[config.mk]
export PLATFORM = sky130hd
export DESIGN_NAME = tpiu_frame_assembler
export DESIGN_NICKNAME = d
export VERILOG_FILES = /design/src/rtl/tpiu_pkg.sv /design/src/rtl/tpiu_frame_assembler_fifo.sv /design/src/rtl/tpiu_frame_assembler.sv
export SDC_FILE = /design/constraint.sdc
export NUM_CORES = 1
export LEC_CHECK = 0
export BUFFER_PORTS_ARGS = -buffer_cell sky130_fd_sc_hd__buf_2
export CAP_MARGIN = 20
export CORE_MARGIN = 2
export CORE_UTILIZATION = 63
export CTS_CLUSTER_SIZE = 20
export DETAILED_ROUTE_END_ITERATION = 16
export PLACE_DENSITY = 0.95
export SLEW_MARGIN = 20
export SYNTH_ARGS = -nofsm -noshare
export SYNTH_HDL_FRONTEND = slang
export SYNTH_SLANG_ARGS = --single-unit
[constraint.sdc]
create_clock -name traceClkin -period 25.8 [get_ports traceClkin]
set_input_delay 3.87 -clock traceClkin [delete_from_list [all_inputs] [get_ports traceClkin]]
set_output_delay 3.87 -clock traceClkin [all_outputs]
set_load 0.01 [all_outputs]
[src/rtl/tpiu_pkg.sv]
// rtl/tpiu_pkg.sv - shared TPIU frame geometry and frame type.
package tpiu_pkg;
  localparam int TPIU_FRAME_BYTES     = 16;
  localparam int TPIU_WORDS_PER_FRAME = 8;
  localparam int TPIU_FRAME_W         = 128;

  typedef logic [TPIU_FRAME_W-1:0] tpiu_frame_t;
endpackage

[src/rtl/tpiu_frame_assembler_fifo.sv]
// rtl/tpiu_frame_assembler_fifo.sv - frame_fifo: power-of-two frame queue, valid/ready both sides.
module frame_fifo #(
  parameter int DEPTH = 2,
  parameter int W     = 128,
  parameter int PTR_W = $clog2(DEPTH)
) (
  input  logic         clk,
  input  logic         rst_n,
  input  logic         in_valid,
  input  logic [W-1:0] in_data,
  output logic         in_ready,
  output logic         out_valid,
  output logic [W-1:0] out_data,
  input  logic         out_ready,
  output logic         full,
  output logic         empty
);
  logic [W-1:0]   mem_q [DEPTH];
  logic [PTR_W-1:0] rd_ptr_q, rd_ptr_d, wr_ptr_q, wr_ptr_d;
  logic [PTR_W:0]   count_q, count_d;
  logic push, pop;

  assign empty     = (count_q == '0);
  assign full      = (count_q == (PTR_W+1)'(DEPTH));
  assign out_valid = !empty;
  assign out_data  = mem_q[rd_ptr_q];
  assign pop       = out_valid && out_ready;
  // A pop in the same cycle frees the slot, so a full queue still accepts.
  assign in_ready  = !full || pop;
  assign push      = in_valid && in_ready;

  always_comb begin
    rd_ptr_d = rd_ptr_q;
    wr_ptr_d = wr_ptr_q;
    count_d  = count_q;
    if (pop)  rd_ptr_d = rd_ptr_q + 1'b1;
    if (push) wr_ptr_d = wr_ptr_q + 1'b1;
    if (push && !pop)      count_d = count_q + 1'b1;
    else if (pop && !push) count_d = count_q - 1'b1;
  end

  always_ff @(posedge clk or negedge rst_n) begin
    if (!rst_n) begin
      rd_ptr_q <= '0;
      wr_ptr_q <= '0;
      count_q  <= '0;
    end else begin
      rd_ptr_q <= rd_ptr_d;
      wr_ptr_q <= wr_ptr_d;
      count_q  <= count_d;
    end
  end

  always_ff @(posedge clk) begin
    if (push) mem_q[wr_ptr_q] <= in_data;
  end
endmodule

[src/rtl/tpiu_frame_assembler.sv]
// rtl/tpiu_frame_assembler.sv - packs 8 trace words into 16-byte frames and queues them.
// Optional lost-frame counter port enabled by TPIU_LOSTCNT_EN.
module tpiu_frame_assembler
  import tpiu_pkg::*;
#(
  parameter int FIFO_DEPTH = 2,
  localparam int PTR_W     = $clog2(FIFO_DEPTH)
) (
  input  logic                    traceClkin,
  input  logic                    rstn,
  input  logic                    WdAvail,
  input  logic [15:0]             PacketWd,
  input  logic                    PacketReset,
  output logic                    FrameValid,
  output logic [TPIU_FRAME_W-1:0] FrameData,
  input  logic                    FrameReady,
  output logic                    Synced,
`ifdef TPIU_LOSTCNT_EN
  output logic [15:0]             LostFrames,
`endif
  output logic                    Overflow
);
  localparam int ASM_W = TPIU_FRAME_W - 16;

  logic [2:0]       word_idx_q, word_idx_d;
  logic [ASM_W-1:0] asm_q, asm_d;
  logic             synced_q, synced_d;
  logic             overflow_q;
  logic             complete, fifo_in_ready, drop;
  logic             fifo_full, fifo_empty;
  tpiu_frame_t      frame;

  always_comb begin
    synced_d   = synced_q;
    word_idx_d = word_idx_q;
    asm_d      = asm_q;
    complete   = 1'b0;
    if (PacketReset) begin
      synced_d   = 1'b1;
      word_idx_d = '0;
    end else if (WdAvail && synced_q) begin
      if (word_idx_q == 3'd7) begin
        complete   = 1'b1;
        word_idx_d = '0;
      end else begin
        asm_d[{word_idx_q, 4'b0000} +: 16] = PacketWd;
        word_idx_d = word_idx_q + 3'd1;
      end
    end
  end

  // The final word bypasses the assembly register straight into the queue.
  assign frame = {PacketWd, asm_q};
  assign drop  = complete && !fifo_in_ready;

  always_ff @(posedge traceClkin or negedge rstn) begin
    if (!rstn) begin
      word_idx_q <= '0;
      asm_q      <= '0;
      synced_q   <= 1'b0;
      overflow_q <= 1'b0;
    end else begin
      word_idx_q <= word_idx_d;
      asm_q      <= asm_d;
      synced_q   <= synced_d;
      overflow_q <= drop;
    end
  end

`ifdef TPIU_LOSTCNT_EN
  logic [15:0] lost_q;
  always_ff @(posedge traceClkin or negedge rstn) begin
    if (!rstn)                       lost_q <= '0;
    else if (drop && lost_q != '1)   lost_q <= lost_q + 16'd1;
  end
  assign LostFrames = lost_q;
`endif

  frame_fifo #(
    .DEPTH (FIFO_DEPTH),
    .W     (TPIU_FRAME_W),
    .PTR_W (PTR_W)
  ) u_fifo (
    .clk       (traceClkin),
    .rst_n     (rstn),
    .in_valid  (complete),
    .in_data   (frame),
    .in_ready  (fifo_in_ready),
    .out_valid (FrameValid),
    .out_data  (FrameData),
    .out_ready (FrameReady),
    .full      (fifo_full),
    .empty     (fifo_empty)
  );

  assign Synced   = synced_q;
  assign Overflow = overflow_q;

  logic unused_flags;
  assign unused_flags = fifo_full ^ fifo_empty;
endmodule
# == After elaboration in Yosys (flattened, before gate mapping) ==
# Memory sizes are Yosys's and may differ from the RTL's.
# Index checks and enable logic that the tools add are counted.
# word_totals
regBits,121
mem_bits_rw,256
wordCells,47
memories,1
# memory_table
name,depth,word_bits,rd,rd_ports_with_merged_regs,write_ports,line,rtl
u_fifo.mem_q,2,128,1,0,1,tpiu_frame_assembler_fifo.sv:18,logic [W-1:0] mem_q [DEPTH];
# op_classes
addsub,6
n_eq_ne,2
n_shift,2
mux,11
bitwise_logic,2
n_reduce_logical,16
# ops
cell,count
$bwmux 112,1
$shift 16x9->112 const A,1
$shiftx 16x9->112,1
$mux 3,3
$neg 7->9,1
$logic_and 1x1->1,6
$logic_not 1->1,5
$mux 1,5
$mux 2,2
$reduce_bool 2->1,2
$add 3x1->3 const B,1
$eq 3x3->1 const B,1
$reduce_and 3->1,1
$add 1x1->1 const B,2
$add 2x1->2 const B,1
$eq 2x2->1 const B,1
$logic_not 2->1,1
$not 1->1,2
$sub 2x1->2 const B,1
$logic_or 1x1->1,1

# == Longest topological paths before layout ==
# Gate-level depths: netlist (run 1).
# depth
depth_word,9
mapped_depth,10
mapped_depth_nobuf,8

# == Modules after synthesis ==
# A second synthesis (run 1) with hierarchy kept.
# hier_totals
cells_unflattened,766
area_unflattened_um2,14537.7
# modules_own_cells
mod,instances,cells_each,area_each_um2
frame_fifo,1,418,9491.6
tpiu_frame_assembler,1,348,5046.1

# == Worst setup path after synthesis (run 1) ==
# OpenSTA, ideal clock, no wires.
# synth_path
kind,input port to flip-flop
start,input port PacketReset
end,"memory u_fifo.mem_q[0][0], enable pin"
t_arrival_ns,12.844
required_ns,25.028
slack_ns,12.184
cell_stages,2
n_path_buf,0
path_cell_list,nand4b_1 > nor3_1
# synth_via
elab_chain_len,4
# synth_rtl
element,line,rtl
from (decl),tpiu_frame_assembler.sv:13,"input logic PacketReset,"
$mux 1,tpiu_frame_assembler.sv:38,if (PacketReset) begin
$logic_and 1x1->1,tpiu_frame_assembler_fifo.sv:30,assign push = in_valid && in_ready;
$mux 1,tpiu_frame_assembler_fifo.sv:55,if (push) mem_q[wr_ptr_q] <= in_data;
$mux 1 (not written as such),tpiu_frame_assembler_fifo.sv:55,
to (decl),tpiu_frame_assembler_fifo.sv:18,
# Every way passes these cells.

# == Worst setup path after layout (run 1) ==
# layout_path
start,register u_fifo.rd_ptr_q
end,output port FrameData[33]
# layout_via
elab_chain_len,1
# layout_rtl
element,line,rtl
from (decl),tpiu_frame_assembler_fifo.sv:19,"logic [PTR_W-1:0] rd_ptr_q, rd_ptr_d, wr_ptr_q, wr_ptr_d;"
from (signal assigned),tpiu_frame_assembler_fifo.sv:48,rd_ptr_q <= rd_ptr_d;
$mem_v2 2x128,n/a,
to (decl),tpiu_frame_assembler.sv:15,"output logic [TPIU_FRAME_W-1:0] FrameData,"
# Every way passes these cells.

==> run_results.csv, run 1 <==
group,metric,value,unit
timing,fin_ws,18.93,ns
clock_network,clk_latency,0.52,ns
synthesis,yosysWarnings,0,
critical_path,critical_path.n_buffers_inverters,2,
power_and_ir_drop,p_leak,6.78,nW
grt,busiest_layer,"met2",
critical_path,critPathTopFamily,"flip-flops",
grt,grt_max_degree,75,
synthesis,ys_seq_area_share,74.3,%
detailed_routing,drt_pass1_iterations,4,
timing,hold_violations,0,
detailed_routing,via_count,7324,
power_and_ir_drop,ir_drop,0.0668,mV
timing,rsz0062_at_grt,"no",
clock_network,clkTransAtPathRegs,0.06,ns
flow_run,drv_cap,0,
status,status,"finished, final reports clean",
critical_path,path_class,"reg -> out",
layout,drive_gt1_share,47.0,%
power_and_ir_drop,pwr_density_cell,87.3,nW/µm²
die,initial_core_util,63.9,%
hold_path,min-delay-start,"asm_q[51]",
critical_path,cpPeakStageDelay,1.03,ns
grt,antenna_found_initial,1,
timing,worst_slew_pin_slew,1.06,ns
detailed_routing,antenna_left,0,
critical_path,arrival,3.00,ns
die,io_pins,152,
grt,grt_use_total,24.9,%
clock_network,cts_root_buf,"clkbuf_16",
hold_path,whs_path_depth,0,
critical_path,r2r_start,"word_idx_q[0]",
layout,layout_commonest_cell,"edfxtp_1",
layout,nets,964,
critical_path,r2r_setup_slack,21.91,ns
critical_path,reg2reg_depth,6,
hold_path,hold_end,"u_fifo.mem_q[0][51]",
clock_network,cts_buffers,37,
placed_design,dp_hpwl,17.6,mm
grt,met2_usage,41.4,%
clock_network,cts_setup_buffers,0,
detailed_routing,drc,0,
grt,gr-usage-met1,33.2,%
critical_path,path_cells,"buf_4 > mux2_2 > buf_2",
clock_network,clock_tree.buffer_depth,3,
grt,grt-ovfl-total,0,
timing,min_period_over_period,26.6,%
clock_network,htreeDepth,2,
critical_path,critPathMaxFanout,68,
grt,grt_use_met3,5.01,%
critical_path,cp-start-kind,"flop",
placed_design,gp_congestion,0.780,
timing,max_slew_margin,29.4,%
synthesis,ys_seq_elements,377,
timing,fmax,0.146,GHz
detailed_routing,drt_first_iter_violations,624,
clock_network,cts_sinks,377,
die,die_w,155,µm
die,fp-row-count,55,
placed_design,place_worst_setup_slack,19.18,ns
timing,fin_skew,0.0183,ns
critical_path,required,21.93,ns
layout,regArea,10700,µm²
grt,grt_pass1_vias,7749,
timing,period_needed,6.87,ns
critical_path,r2r_end,"u_fifo.mem_q[1][46]",
clock_network,cts_tree,"built",
timing,drv_slew,0,
synthesis,synth_cell_types,33,
critical_path,critPathCaptureType,"primary output",
detailed_routing,viasPerCell,5.86,
synthesis,syn_avg_cell_area,18.7,µm²
detailed_routing,routedWlPerCell,23.8,µm
clock_network,ctsResizeCount,0,
detailed_routing,routed_wirelength,29.7,mm
critical_path,slowest_stage,"dfrtp_4",
layout,multi_input_area,3480,µm²
synthesis,syn_nets,800,
timing,setup_tns,0,ns
grt,grt_pass1_wl,44.8,mm
synthesis,synth_area,14400,µm²
timing,setup_viol,0,
die,die_area,24100,µm²
placed_design,io_buffers,151,
layout,nFillCells,1226,
hold_path,hold_class,"reg -> reg",
die,core,22600,µm²
layout,final_cell_mix,"256 x edfxtp_1, 203 x mux2_2, 150 x buf_2",
die,die_h,155,µm
clock_network,ctsHoldBuffers,0,
layout,postLayoutCoreUtil,74.1,%
synthesis,netlist_instances,771,
layout,area_growth,16.0,%
-- worst register-to-register path, stage by stage (launching register included) --
cell      delay, ns
dfrtp_1        0.76
ha_1           0.32
ha_1           0.24
nand4b_1       0.19
nor2_1         0.27
and2_4         0.79
buf_4          0.86
-- layer usage --
metal	vias up	wire (µm)
li1	3195	-
met1	3788	11900
met2	269	15100
met3	72	1780
met4	0	999
met5	-	0
-- through the flow --
stage               cells  hold slack, ns  cell area, µm²  power [mW]
finish               1249           0.462           16700        1.46
global route         1249           0.473           16700        1.50
CTS                  1248           0.459           16700        1.46
detailed placement   1181           0.449           15400       0.909
global placement     1181           0.441           15400       0.901
floorplan             771           0.437           14400       0.836
-- power by group --
group          leakage (nW)  total (mW)  switching, mW  internal (mW)
combinational          2.24       0.190         0.0910         0.0990
sequential             3.91       0.709         0.0376          0.672
clock                 0.632       0.561          0.219          0.342
-- cells by family after synthesis --
family	synth area share, %
and+or+nand+nor	3.54
AOI/OAI and AO/OA	0.174
DFF	74.3
muxes	19.2
adders and majority gates	0.694
xor gates and xnor gates	0.304
buffers and inverters	1.80
-- cells in the mapped netlist --
library cell	count	area (µm²)
nor3_1	2	10.0
nor3b_1	2	15.0
nand4b_1	2	17.5
inv_1	20	75.1
mux2_4	20	300
nand4_2	3	37.5
edfxtp_1	256	7690
xor2_1	3	26.3
ha_1	8	100
dfrtp_1	121	3030
nor2b_1	2	12.5
and3b_1	1	8.76
clkbuf_1	18	67.6
buf_6	5	56.3
nor2_1	6	22.5
and4b_1	2	20.0
xnor2_1	2	17.5
or3_1	1	6.26
and4bb_2	1	12.5
buf_12	1	20.0
o2111ai_2	1	15.0
and2_1	29	181
clkbuf_2	1	5.00
nand2_1	21	78.8
mux2i_1	18	180
or2_2	2	12.5
buf_2	7	35.0
nor4bb_1	1	10.0
mux2_2	203	2290
nand3_1	1	5.00
and4_2	1	10.0
a21oi_1	2	10.0
and3_1	8	50.1
-- how the worst max path moves through the flow --
stage,slack (ns),depth (start not counted),from,endpoint
5_1_grt,18.81,3,u_fifo.rd_ptr_q,FrameData[109]
3_5_place_dp,19.18,5,PacketReset,u_fifo.mem_q[1][9]
6_report,18.93,3,u_fifo.rd_ptr_q,FrameData[33]
3_3_place_gp,19.27,5,PacketReset,u_fifo.mem_q[1][9]
4_1_cts,18.92,3,u_fifo.rd_ptr_q,FrameData[47]
2_1_floorplan,12.18,2,PacketReset,u_fifo.mem_q[0][0]
-- state kept, by name (all words and copies together), names as in the netlist --
name	flops
asm_q	112
u_fifo.count_q	2
u_fifo.rd_ptr_q	1
u_fifo.mem_q	256
u_fifo.wr_ptr_q	1
Overflow	1
word_idx_q	3
Synced	1
-- layout make-up --
| cell class | count | share of cell area, % |
|---|---|---|
| Antenna cell | 1 | 0.0150 |
| Clock buffer | 54 | 6.45 |
| Clock inverter | 13 | 1.23 |
| Inverter | 20 | 0.449 |
| Multi-Input combinational cell | 342 | 20.8 |
| Sequential cell | 377 | 64.1 |
| Tap cell | 285 | 2.13 |
| Timing Repair Buffer | 157 | 4.85 |
No activity file was read; power rests on OpenSTA's default activity.
==> inputs of run 2 (changes only) <==
--- a/config.mk
+++ b/config.mk
@@ -8,10 +8,10 @@
 export BUFFER_PORTS_ARGS = -buffer_cell sky130_fd_sc_hd__buf_2
 export CAP_MARGIN = 20
 export CORE_MARGIN = 2
-export CORE_UTILIZATION = 63
+export CORE_UTILIZATION = 53
 export CTS_CLUSTER_SIZE = 20
 export DETAILED_ROUTE_END_ITERATION = 16
-export PLACE_DENSITY = 0.95
+export PLACE_DENSITY = 0.86
 export SLEW_MARGIN = 20
 export SYNTH_ARGS = -nofsm -noshare
 export SYNTH_HDL_FRONTEND = slang
==> constraint.sdc (replaced) <==
create_clock -name traceClkin -period 5.6 [get_ports traceClkin]
set_input_delay 0.84 -clock traceClkin [delete_from_list [all_inputs] [get_ports traceClkin]]
set_output_delay 0.84 -clock traceClkin [all_outputs]
set_load 0.01 [all_outputs]
==> run 2 against run 1 <==
Effect of this change: flip-flop and latch count unchanged; total power rose to 4.6 times the previous value; die area grew 18%; non-clock buffer count up 1; global-route usage decreased by 3.9 points; via count fell by 1.6%; clock power increased to 4.5 times the previous value; final area rose by 0.28%; routed wire length is 0.26% lower; critical path depth unchanged; critical endpoint is now FrameData[119].
==> run_results.csv, run 2 (synthesis gave the netlist of run 1 again) <==
group,metric,value,unit
power_and_ir_drop,combPwrFrac,13.6,%
timing,fin_skew,0.0196,ns
clock_network,clkTransAtPathRegs,0.06,ns
hold_path,hold_class,"in -> async",
layout,largest_register,"u_fifo.mem_q",
die,fp-row-count,60,
clock_network,cts_tree,"built",
clock_network,ctsResizeCount,0,
critical_path,r2r_end,"asm_q[70]",
critical_path,slowest_stage,"dfrtp_4",
grt,grt_pass1_vias,7627,
detailed_routing,via_count,7209,
clock_network,cts_sinks,377,
status,status,"finished, final reports clean",
power_and_ir_drop,power.share.sequential,48.8,%
power_and_ir_drop,power.internal,5.05,mW
power_and_ir_drop,ir_drop,0.290,mV
power_and_ir_drop,switching_share,24.1,%
critical_path,cp-start-kind,"flop",
layout,largest_register_ffs,256,
layout,layout_commonest_cell,"edfxtp_1",
critical_path,critPathMaxFanout,79,
die,die_h,169,µm
critical_path,critPathTopFamily,"flip-flops",
die,die_area,28500,µm²
placed_design,placed_cell_area,15500,µm²
flow_run,drv_cap,0,
grt,grt_max_degree,93,
power_and_ir_drop,power_frac_clock,37.6,%
timing,fin_ws,2.23,ns
clock_network,clk_latency,0.52,ns
grt,antenna_found_initial,2,
clock_network,clock_tree.buffer_depth,3,
timing,setup_tns,0,ns
critical_path,required,4.76,ns
timing,worst_slew_pin_slew,1.09,ns
critical_path,critical_path.n_buffers_inverters,2,
detailed_routing,drt_first_iter_violations,640,
layout,nets,965,
placed_design,gp_congestion,0.764,
power_and_ir_drop,finalPower,6.65,mW
clock_network,htreeDepth,2,
critical_path,cpPeakStageDelay,0.90,ns
grt,grt_pass1_wl,44.6,mm
timing,rsz0062_at_grt,"no",
placed_design,io_buffers,151,
die,initial_core_util,53.8,%
critical_path,cp.depth,3,
power_and_ir_drop,p_leak,6.76,nW
power_and_ir_drop,pwr_density_cell,396,nW/µm²
critical_path,critPathCaptureType,"primary output",
layout,final_cell_area,16800,µm²
critical_path,r2r_start,"word_idx_q[0]",
detailed_routing,routedWlPerCell,22.7,µm
timing,hold_violations,0,
clock_network,cts_root_buf,"clkbuf_16",
die,core,26800,µm²
die,die_w,169,µm
clock_network,cts_setup_buffers,0,
layout,final_cell_mix,"256 x edfxtp_1, 203 x mux2_2, 150 x buf_2",
layout,top_regs,"u_fifo.mem_q x256, asm_q x112, word_idx_q x3",
power_and_ir_drop,power_switching,1.60,mW
layout,postLayoutCoreUtil,62.6,%
critical_path,path_class,"reg -> out",
clock_network,cts_buffers,37,
detailed_routing,drt_pass1_iterations,5,
detailed_routing,antenna_left,0,
detailed_routing,drc,0,
detailed_routing,viasPerCell,5.52,
placed_design,dp_hpwl,18.4,mm
die,io_pins,152,
timing,max_slew_margin,27.2,%
critical_path,r2r_setup_slack,2.29,ns
timing,min_period_over_period,60.2,%
critical_path,path_cells,"buf_12 > mux2_2 > buf_2",
timing,period_needed,3.37,ns
placed_design,place_worst_setup_slack,2.38,ns
clock_network,ctsHoldBuffers,0,
layout,area_growth,16.4,%
layout,drive_gt1_share,46.6,%
detailed_routing,routed_wirelength,29.6,mm
timing,setup_viol,0,
timing,fmax,0.297,GHz
grt,grt-ovfl-total,0,
critical_path,arrival,2.53,ns
timing,drv_slew,0,
grt,grt_use_total,21.0,%
critical_path,reg2reg_depth,6,
## run 2: cell types whose count changed in the layout (fill, tap and decap cells not counted), sizes merged
cell / delta
inv: -2
buf: +1
clkinv: +6
bufinv: -2
clkbuf: -1
## run 2: worst reg2reg max path: stages (launching register included)
cell,delay [ns]
dfrtp_1,0.66
inv_1,0.13
ha_1,0.26
ha_1,0.43
nor2b_1,0.56
o2111ai_2,0.65
mux2_2,0.50
## run 2: cell type report
type	instances	area (µm²)
antenna	1	2.50
clock buffer	53	1080
clock inverter	15	168
fill	1848	10000
inverter	20	75.1
multi-input combinational	342	3470
sequential	377	10700
tap	341	427
timing repair buffer	158	840
## run 2: stage by stage
step	instances	hold slack [ns]
after CTS	1306	0.392
after floorplan	771	0.437
after global routing	1306	0.416
after detailed placement	1238	0.450
final	1307	0.359
after global placement	1238	0.442
## run 2: how the worst max path moves through the flow
stage,startpoint,endpoint,slack [ns]
floorplan,PacketReset,u_fifo.mem_q[1][0],0.79
detailed placement,word_idx_q[0],asm_q[70],2.38
finish,u_fifo.rd_ptr_q,FrameData[119],2.23
CTS,u_fifo.rd_ptr_q,FrameData[78],2.23
global route,word_idx_q[0],asm_q[70],2.06
global placement,word_idx_q[0],asm_q[77],2.61
## run 2: power groups by stage
stage / sequential, mW / combinational (mW) / clock [mW]
4_1_cts: 3.25 / 0.919 / 2.53
5_1_grt: 3.26 / 0.962 / 2.64
3_5_place_dp: 3.30 / 0.912 / 0
3_3_place_gp: 3.29 / 0.901 / 0
2_1_floorplan: 3.20 / 0.659 / 0
6_report: 3.24 / 0.906 / 2.50
## run 2: layer usage
metal	vias to the layer above	wire (µm)	global-route usage, %
li1	3214	-	-
met1	3717	12000	27.4
met2	221	15100	35.9
met3	57	1630	3.69
met4	0	862	7.20
met5	-	0	0
==> inputs of run 3 (changes only) <==
--- a/config.mk
+++ b/config.mk
@@ -8,10 +8,10 @@
 export BUFFER_PORTS_ARGS = -buffer_cell sky130_fd_sc_hd__buf_2
 export CAP_MARGIN = 20
 export CORE_MARGIN = 2
-export CORE_UTILIZATION = 53
+export CORE_UTILIZATION = 58
 export CTS_CLUSTER_SIZE = 20
 export DETAILED_ROUTE_END_ITERATION = 16
-export PLACE_DENSITY = 0.86
+export PLACE_DENSITY = 0.89
 export SLEW_MARGIN = 20
 export SYNTH_ARGS = -nofsm -noshare
 export SYNTH_HDL_FRONTEND = slang
==> constraint.sdc (replaced) <==
create_clock -name traceClkin -period 3.21 [get_ports traceClkin]
set_input_delay 0.4815 -clock traceClkin [delete_from_list [all_inputs] [get_ports traceClkin]]
set_output_delay 0.4815 -clock traceClkin [all_outputs]
set_load 0.01 [all_outputs]
==> run 3 against run 2 <==
Effect of this change: clock skew decreased by 0.0074 ns; clock-buffer cell count rose by 2; first-iteration DRC count is 13% lower; flip-flop and latch count did not move; clock power increased by 68%; utilization grew 6.2 points; hold slack worse by 0.30 ns; routed wire length rose by 1.3%; sequential share of layout area hardly changed; critical path type unchanged; largest power group unchanged.
==> run_results.csv, run 3 (synthesis gave the netlist of run 1 again) <==
group,metric,value,unit
status,status,"finished, final reports clean",
detailed_routing,viasPerCell,5.71,
timing,period_needed,2.87,ns
timing,rsz0062_at_grt,"no",
clock_network,cts_buffers,37,
detailed_routing,antenna_left,0,
timing,whs,0.0575,ns
critical_path,cp-start-kind,"flop",
critical_path,path_cells,"buf_4 > mux2_2 > buf_2",
grt,grt_pass1_vias,7732,
layout,nFillCells,1508,
timing,setup_viol,0,
layout,largest_register_ffs,256,
die,fp-row-count,57,
detailed_routing,routedWlPerCell,23.2,µm
critical_path,critPathTopFamily,"flip-flops",
grt,antenna_found_initial,1,
clock_network,clkTransAtPathRegs,0.06,ns
clock_network,ctsHoldBuffers,0,
grt,grt_max_degree,96,
timing,fin_ws,0.339,ns
critical_path,cp.depth,3,
timing,min_period_over_period,89.4,%
critical_path,critPathCaptureType,"primary output",
critical_path,reg2reg_depth,6,
flow_run,drv_cap,0,
critical_path,slowest_stage,"dfrtp_4",
detailed_routing,routed_wirelength,30.0,mm
clock_network,clk_latency,0.51,ns
die,core,24400,µm²
layout,largest_register,"u_fifo.mem_q",
detailed_routing,drt_first_iter_violations,554,
critical_path,critPathMaxFanout,37,
timing,max_slew_margin,38.9,%
layout,area_growth,16.4,%
timing,setup_tns,0,ns
die,io_pins,152,
die,initial_core_util,59.1,%
timing,worst_slew_pin_slew,0.917,ns
placed_design,io_buffers,151,
critical_path,path_class,"reg -> out",
layout,final_cell_mix,"256 x edfxtp_1, 203 x mux2_2, 150 x buf_2",
layout,nets,972,
timing,drv_slew,0,
layout,regArea,10700,µm²
grt,grt-ovfl-total,0,
placed_design,place_worst_setup_slack,0.673,ns
critical_path,required,2.73,ns
die,die_area,26100,µm²
grt,grt_pass1_wl,45.7,mm
layout,multi_input_area,3490,µm²
critical_path,critical_path.n_buffers_inverters,2,
clock_network,cts_tree,"built",
hold_path,hold_class,"in -> async",
critical_path,arrival,2.39,ns
critical_path,cpPeakStageDelay,0.82,ns
layout,layout_commonest_cell,"edfxtp_1",
layout,top_regs,"u_fifo.mem_q x256, asm_q x112, word_idx_q x3",
clock_network,htreeDepth,2,
timing,hold_violations,0,
layout,drive_gt1_share,47.3,%
placed_design,dp_hpwl,18.4,mm
die,die_w,162,µm
detailed_routing,drt_pass1_iterations,6,
clock_network,cts_root_buf,"clkbuf_16",
timing,fin_skew,0.0122,ns
power_and_ir_drop,pwr_density_cell,685,nW/µm²
grt,grt_use_total,23.4,%
placed_design,gp_congestion,0.772,
clock_network,cts_sinks,377,
timing,fmax,0.348,GHz
detailed_routing,via_count,7387,
power_and_ir_drop,ir_drop,0.472,mV
layout,final_cell_area,16800,µm²
die,die_h,162,µm
clock_network,clock_tree.buffer_depth,3,
clock_network,cts_setup_buffers,0,
placed_design,placed_cell_area,15600,µm²
clock_network,ctsResizeCount,0,
power_and_ir_drop,p_leak,6.78,nW
detailed_routing,drc,0,
-- run 3: cell count changes in the layout (fill, tap and decap cells not counted), moves of 2 or more --
cell	previous run	this run
buf_12	2	4
buf_4	5	10
clkbuf_8	5	7
clkinv_1	3	1
clkinv_2	3	7
clkinv_4	4	0
ha_1	8	6
-- run 3: through the flow --
step / total power, mW / instances / utilization [%]
3_5_place_dp: 7.37 / 1228 / 64.0
3_3_place_gp: 7.32 / 1228 / 64.0
5_1_grt: 11.9 / 1293 / 68.8
2_1_floorplan: 6.73 / 771 / -
6_report: 11.5 / 1294 / 68.8
4_1_cts: 11.6 / 1293 / 68.8
-- run 3: layout make-up --
class / count / share of cell area (%)
flip-flops and latches: 377 / 63.8
repair buffers: 165 / 5.46
clock buffers: 55 / 6.46
multi-input cells: 342 / 20.8
well taps: 324 / 2.41
inverters: 20 / 0.447
clock inverters: 10 / 0.589
diodes: 1 / 0.0149
-- run 3: worst paths after layout --
path,slack [ns],end,from
worst max-delay path,0.34,FrameData[81],u_fifo.rd_ptr_q
worst max register to register,0.60,asm_q[7],word_idx_q[0]
worst min-delay path,0.06,u_fifo.rd_ptr_q,rstn
worst min register to register,0.47,u_fifo.mem_q[1][16],asm_q[16]
max in group asynchronous,2.33,asm_q[0],rstn
min in group traceClkin,0.23,word_idx_q[0],PacketReset
-- run 3: report_power, final --
group | internal (mW) | total, mW | leakage [nW] | switching [mW]
sequential | 5.40 | 5.65 | 3.91 | 0.245
combinational | 0.819 | 1.64 | 2.28 | 0.822
clock | 2.50 | 4.21 | 0.588 | 1.71
total | 8.72 | 11.5 | 6.78 | 2.78
-- run 3: worst register-to-register path, delay by kind of cell, from the launching register on --
kind / cells / cell delay, ns
DFF: 1 / 0.55
adders and majority gates: 2 / 0.64
buffers and inverters: 1 / 0.12
muxes: 1 / 0.51
and+or+nand+nor: 2 / 0.67
-- run 3: per-layer routing --
metal | vias to the layer above | part of all wire (%) | track usage (%)
li1 | 3211 | - | -
met1 | 3790 | 40 | 31.5
met2 | 317 | 50 | 38.8
met3 | 69 | 6.6 | 5.08
met4 | 0 | 2.7 | 7.16
met5 | - | 0 | 0
